$ cat src/rtl/uart_tx_if.sv
// Write port of the UART transmitter: valid/ready byte handshake from the CPU side.
interface uart_tx_if;
  logic       wr_valid;
  logic [7:0] wr_data;
  logic       wr_ready;

  modport master (output wr_valid, output wr_data, input wr_ready);
  modport slave  (input wr_valid, input wr_data, output wr_ready);
endinterface

$ cat src/rtl/uart_tx.sv
// Byte UART transmitter: FIFO-buffered write port, 8N1 LSB-first serialiser on TXD.
// Define UART_TX_PARITY_EN to insert an even-parity bit between the data bits and the stop bit.
module uart_tx #(
  parameter int unsigned CLK_FREQ_HZ = 12000000,
  parameter int unsigned BAUD_RATE   = 115200,
  parameter int unsigned FIFO_DEPTH  = 4
) (
  input  logic      CLK,
  input  logic      RESET,
  uart_tx_if.slave  wr,
  output logic      TXD,
  output logic      busy
);

  localparam int unsigned DIV = CLK_FREQ_HZ / BAUD_RATE;
  localparam int unsigned CW  = (DIV > 1) ? $clog2(DIV) : 1;
  localparam int unsigned AW  = $clog2(FIFO_DEPTH);
  localparam logic [CW-1:0] BAUD_LAST = CW'(DIV - 1);
  localparam logic [AW:0]   CNT_FULL  = (AW+1)'(FIFO_DEPTH);

  typedef enum logic [2:0] {
    IDLE,
    START,
    DATA,
`ifdef UART_TX_PARITY_EN
    PARITY,
`endif
    STOP
  } state_t;

  state_t        state_q, state_d;
  logic [CW-1:0] baud_q, baud_d;
  logic [2:0]    bit_q, bit_d;
  logic [7:0]    sh_q, sh_d;
  logic          txd_d, busy_d;
`ifdef UART_TX_PARITY_EN
  logic          par_q, par_d;
`endif

  logic [7:0]    mem [FIFO_DEPTH];
  logic [AW-1:0] wptr_q, wptr_d, rptr_q, rptr_d;
  logic [AW:0]   cnt_q, cnt_d;
  logic          ready_q, ready_d;
  logic          push, pop, bit_end;
  logic [7:0]    head;

  assign wr.wr_ready = ready_q;
  assign head        = mem[rptr_q];

  always_comb begin
    state_d = state_q;
    baud_d  = baud_q;
    bit_d   = bit_q;
    sh_d    = sh_q;
    txd_d   = 1'b1;
    pop     = 1'b0;
`ifdef UART_TX_PARITY_EN
    par_d   = par_q;
`endif
    bit_end = (baud_q == BAUD_LAST);
    if (state_q != IDLE)
      baud_d = bit_end ? '0 : baud_q + CW'(1);

    case (state_q)
      IDLE: begin
        if (cnt_q != '0) begin
          pop     = 1'b1;
          baud_d  = '0;
          state_d = START;
          txd_d   = 1'b0;
        end
      end
      START: begin
        txd_d = 1'b0;
        if (bit_end) begin
          state_d = DATA;
          bit_d   = '0;
          txd_d   = sh_q[0];
        end
      end
      DATA: begin
        txd_d = sh_q[0];
        if (bit_end) begin
          sh_d  = sh_q >> 1;
          bit_d = bit_q + 3'd1;
          if (bit_q == 3'd7) begin
`ifdef UART_TX_PARITY_EN
            state_d = PARITY;
            txd_d   = par_q;
`else
            state_d = STOP;
            txd_d   = 1'b1;
`endif
          end else begin
            txd_d = sh_q[1];
          end
        end
      end
`ifdef UART_TX_PARITY_EN
      PARITY: begin
        txd_d = par_q;
        if (bit_end) begin
          state_d = STOP;
          txd_d   = 1'b1;
        end
      end
`endif
      STOP: begin
        txd_d = 1'b1;
        if (bit_end) begin
          // Chain straight into the next start bit so queued frames leave no idle gap.
          if (cnt_q != '0) begin
            pop     = 1'b1;
            state_d = START;
            txd_d   = 1'b0;
          end else begin
            state_d = IDLE;
          end
        end
      end
      default: state_d = IDLE;
    endcase

    if (pop) begin
      sh_d  = head;
      bit_d = '0;
`ifdef UART_TX_PARITY_EN
      par_d = ^head;
`endif
    end
  end

  always_comb begin
    push   = wr.wr_valid && ready_q;
    wptr_d = push ? wptr_q + AW'(1) : wptr_q;
    rptr_d = pop  ? rptr_q + AW'(1) : rptr_q;
    cnt_d  = cnt_q;
    case ({push, pop})
      2'b10:   cnt_d = cnt_q + (AW+1)'(1);
      2'b01:   cnt_d = cnt_q - (AW+1)'(1);
      default: cnt_d = cnt_q;
    endcase
    ready_d = (cnt_d != CNT_FULL);
    busy_d  = (state_d != IDLE) || (cnt_d != '0);
  end

  always_ff @(posedge CLK or posedge RESET) begin
    if (RESET) begin
      state_q <= IDLE;
      baud_q  <= '0;
      bit_q   <= '0;
      sh_q    <= '0;
      TXD     <= 1'b1;
      busy    <= 1'b0;
      wptr_q  <= '0;
      rptr_q  <= '0;
      cnt_q   <= '0;
      ready_q <= 1'b1;
`ifdef UART_TX_PARITY_EN
      par_q   <= 1'b0;
`endif
    end else begin
      state_q <= state_d;
      baud_q  <= baud_d;
      bit_q   <= bit_d;
      sh_q    <= sh_d;
      TXD     <= txd_d;
      busy    <= busy_d;
      wptr_q  <= wptr_d;
      rptr_q  <= rptr_d;
      cnt_q   <= cnt_d;
      ready_q <= ready_d;
`ifdef UART_TX_PARITY_EN
      par_q   <= par_d;
`endif
    end
  end

  always_ff @(posedge CLK) begin
    if (push)
      mem[wptr_q] <= wr.wr_data;
  end

endmodule

$ cat src/flat_wrapper.sv
// flat-port wrapper written by rule: the top's interface ports become plain ports
module uart_tx_flat 
#(
  parameter int unsigned CLK_FREQ_HZ = 12000000,
  parameter int unsigned BAUD_RATE   = 115200,
  parameter int unsigned FIFO_DEPTH  = 4
)
  (CLK, RESET, TXD, busy, wr_wr_valid, wr_wr_data, wr_wr_ready);
  uart_tx_if wr_i ();
  input  logic CLK;
  input  logic RESET;
  output logic TXD;
  output logic busy;
  input wire logic [$bits(wr_i.wr_valid)-1:0] wr_wr_valid;
  input wire logic [$bits(wr_i.wr_data)-1:0] wr_wr_data;
  output wire logic [$bits(wr_i.wr_ready)-1:0] wr_wr_ready;
  assign wr_i.wr_valid = wr_wr_valid;
  assign wr_i.wr_data = wr_wr_data;
  assign wr_wr_ready = wr_i.wr_ready;
  uart_tx #(.CLK_FREQ_HZ(CLK_FREQ_HZ), .BAUD_RATE(BAUD_RATE), .FIFO_DEPTH(FIFO_DEPTH)) u_core (.CLK(CLK), .RESET(RESET), .wr(wr_i), .TXD(TXD), .busy(busy));
endmodule
$ cat config.mk
export PLATFORM = sky130hd
export DESIGN_NAME = uart_tx_flat
export DESIGN_NICKNAME = d
export VERILOG_FILES = /design/src/rtl/uart_tx_if.sv /design/src/rtl/uart_tx.sv /design/src/flat_wrapper.sv
export SDC_FILE = /design/constraint.sdc
export NUM_CORES = 1
export LEC_CHECK = 0
export CAP_MARGIN = 20
export CORE_ASPECT_RATIO = 0.9
export CORE_UTILIZATION = 55
export CTS_BUF_LIST = sky130_fd_sc_hd__clkbuf_16
export DETAILED_ROUTE_END_ITERATION = 16
export HOLD_SLACK_MARGIN = 0.02
export PLACE_DENSITY_LB_ADDON = 0.12
export SLEW_MARGIN = 20
export SYNTH_ARGS = -nofsm -noshare
export SYNTH_HDL_FRONTEND = slang
export SYNTH_SLANG_ARGS = --single-unit
$ cat constraint.sdc
create_clock -name CLK -period 3.9 [get_ports CLK]
set_clock_uncertainty 0.05 [all_clocks]
set_input_delay 0.585 -clock CLK [delete_from_list [all_inputs] [get_ports CLK]]
set_output_delay 0.585 -clock CLK [all_outputs]
set_load 0.05 [all_outputs]
==> impl_metrics.toml <==
[outcome]
outcome = "complete, no violations"

[die]
core_area_um2 = 4925
num_rows = 24
die_y_um = 70.51
io_pins = 14
initial_core_util = 0.5823
die_area_um2 = 5508
die_w_um = 78.12

[clock_network]
h-tree-depth = 3
cts_setup_buffers = 0
cts.sinks = 63
cts_buffer_depth = 2
cts-root-buf = "clkbuf_16"
cts_tree = "done"
worstSkewPairLatency_ns = 0.33
cts_buffers = 9
ctsResizeCount = 0
holdBufCountCts = 0
cts.clk_slew.worst_paths_ns = 0.05

[setup_path]
crit_cells = 10
start_kind = "flip-flop"
cp_max_fo = 11
critPathKind = "flip-flop to flip-flop"
worst_path_max_delay_cell = "o31ai_4"
cp_top_family = "simple AND/OR/NAND/NOR gates"
r2r_start = "u_core.baud_q[3]"
cp-startpoint = "u_core.baud_q[3]"
endpoint_kind = "flip-flop"
slowest_delay_ns = 0.56
cp.required_ns = 4.04
reg2reg_depth = 10
cp_data_arrival_time_ns = 3.38
critPathBufInv = 1
crit_chain = "nand4bb_1, o31ai_4, and2_4, ha_1, inv_1, fa_1, xor2_1, nor2_1, xnor2_1, o2111ai_2"

[layout]
finish.net_count = 240
antenna_cells = 0
drive_gt1_frac = 0.1733
stdcell_count = 290
area_growth_pct = 15.18

[timing]
max_freq_mhz = 308.7
setup_ws_ns = 0.6606
rsz0062_at_grt = "no"
finalHoldViolations = 0
tightestPinTransition_ns = 0.7393
finalCritPeriodShare = 0.8306
tns_ns = 0
period_needed_ns = 3.239
max_slew_margin = 0.5066
setup_viol = 0
slew_viol_final = 0

[global_routing]
grt_pass1_vias = 1757
overflow = 0
antenna_found_initial = 0
grt_max_degree = 20
grt_use_total = 0.2189
grt_pass1_wl_um = 8659

[hold_path]
hold_path.class = "flip-flop to flip-flop"
holdPathStages = 2
min_from = "u_core.sh_q[7]"

[synthesis]
yosysSeqAreaShare = 0.6065
async_flop_share = 0.4921
syn_nets = 225
synth_top_area_cell = "edfxtp_1"
mappedNetlistArea_um2 = 2868
ys.flop_type = "edfxtp_1"
ys_ff_latch = 63
yosys_warnings = 0
ys_types = 44
yosys-top-cells-area = "edfxtp_1 (34%), dfrtp_1 (25%), mux4_2 (6.3%)"
synth_edf_count = 32
post_synth_inst_count = 205
synth_top_area_frac = 0.3351
synth_area_per_cell_um2 = 13.99
synth_common_cells = "edfxtp_1 (32), dfrtp_1 (29), nand3_1 (12), nand2_1 (11), inv_1 (10)"
synth.most_common_cell = "edfxtp_1"

[placed_design]
dpl_worst_slack_ns = 0.7309
port_buffers = 13
dp.cells = 274
dp_hpwl_um = 3564
gp_congestion = 0.7841

[routing]
dr.pass1.iters = 4
postRouteAntennaNets = 0
drtIter0Drc = 127
drc_errors = 0
wl_per_cell_um = 17.03
viasPerCell = 5.714
vias = 1657
routed_wirelength_um = 4939

[run]
drv_cap = 0

[power]
p_per_area_nw_per_um2 = 704.6
p_leak_uw = 0.001296
ir_drop_mv = 0.4398
==> logic make-up after synthesis <==
family          Yosys count  synth area share
other cells               1          0.001308
flops                    63            0.6065
xor+xnor                  9           0.02749
buf+inv                  20           0.03578
compound gates           31           0.07940
fa+ha+maj                 9           0.04189
simple gates             53            0.1052
mux                      19            0.1025
==> per-layer routing <==
metal,global-route usage,up-vias,routed length [µm],share of wire
met5,0,-,0,0
met4,0.07407,0,85,0.017
met3,0.08889,10,234,0.047
met2,0.3655,31,2470,0.50
met1,0.2579,825,2148,0.43
li1,-,791,-,-
==> worst register-to-register path, stage by stage, from the launching register on <==
cell       delay (ns)
dfrtp_1          0.45
nand4bb_1        0.47
o31ai_4          0.56
and2_4           0.32
ha_1             0.22
inv_1            0.06
fa_1             0.39
xor2_1           0.16
nor2_1           0.12
xnor2_1          0.17
o2111ai_2        0.13
==> layout by cell type, fill, tap and decap left out, types with 3 or more instances in the layout <==
master | synthesis | layout
a21oi_1 | 4 | 4
a22o_1 | 4 | 4
and3_1 | 5 | 5
clkbuf_16 | 0 | 9
clkdlybuf4s50_1 | 0 | 13
clkinvlp_4 | 0 | 3
dfrtp_1 | 29 | 29
edfxtp_1 | 32 | 32
ha_1 | 8 | 8
inv_1 | 10 | 10
mux2_2 | 3 | 3
mux2i_1 | 8 | 8
mux4_2 | 8 | 8
nand2_1 | 11 | 11
nand3_1 | 12 | 12
nor2_1 | 8 | 8
o21ai_0 | 7 | 7
o21ai_1 | 7 | 7
or3_1 | 3 | 3
xnor2_1 | 6 | 6
xor2_1 | 3 | 3
==> cell type report <==
cell class / instances / area, µm²
clock inverters: 7 / 48.80
inverters: 10 / 37.54
flip-flops and latches: 63 / 1739
clock buffers: 9 / 225.2
repair buffers: 14 / 145.1
multi-input cells: 122 / 1026
well taps: 65 / 81.33
fillers: 356 / 1622
==> power breakdown <==
| part | switching [µW] | total [µW] | internal (µW) | leakage [µW] |
|---|---|---|---|---|
| sequential | 141 | 1030 | 885 | 0.000678 |
| clock | 286 | 715 | 428 | 0.000125 |
| combinational | 309 | 587 | 278 | 0.000492 |
| total | 736 | 2330 | 1590 | 0.00130 |
==> final timing paths <==
| kind | endpoint | slack (ns) |
|---|---|---|
| min reg2reg | u_core.sh_q[6] | 0.46 |
| max reg2reg | u_core.busy | 0.66 |
| max in group asynchronous | u_core.bit_q[0] | 2.62 |
| min in group asynchronous | u_core.cnt_q[0] | 0.64 |
| max | u_core.busy | 0.66 |
| min | u_core.sh_q[6] | 0.46 |
==> through the flow <==
| step | total power [µW] | instance area (µm²) | hold slack [ns] | util |
|---|---|---|---|---|
| 5_1_grt | 2460 | 3303 | 0.4878 | 0.6707 |
| 2_1_floorplan | 1466 | 2868 | 0.4070 | - |
| 3_5_place_dp | 1627 | 3029 | 0.4552 | 0.6151 |
| 4_1_cts | 2349 | 3303 | 0.4641 | 0.6707 |
| 6_report | 2327 | 3303 | 0.4580 | 0.6707 |
| 3_3_place_gp | 1585 | 3014 | 0.4394 | 0.6120 |
==> registers in the layout, summed over array words and instances (netlist names) <==
signal              flops
u_core.bit_q            3
u_core.TXD              1
u_core.busy             1
u_core.wptr_q           2
u_core.sh_q             8
u_core.wr.wr_ready      1
u_core.baud_q           7
u_core.mem             32
u_core.cnt_q            3
u_core.rptr_q           2
u_core.state_q          3
Power figures use the tool's default switching activity.
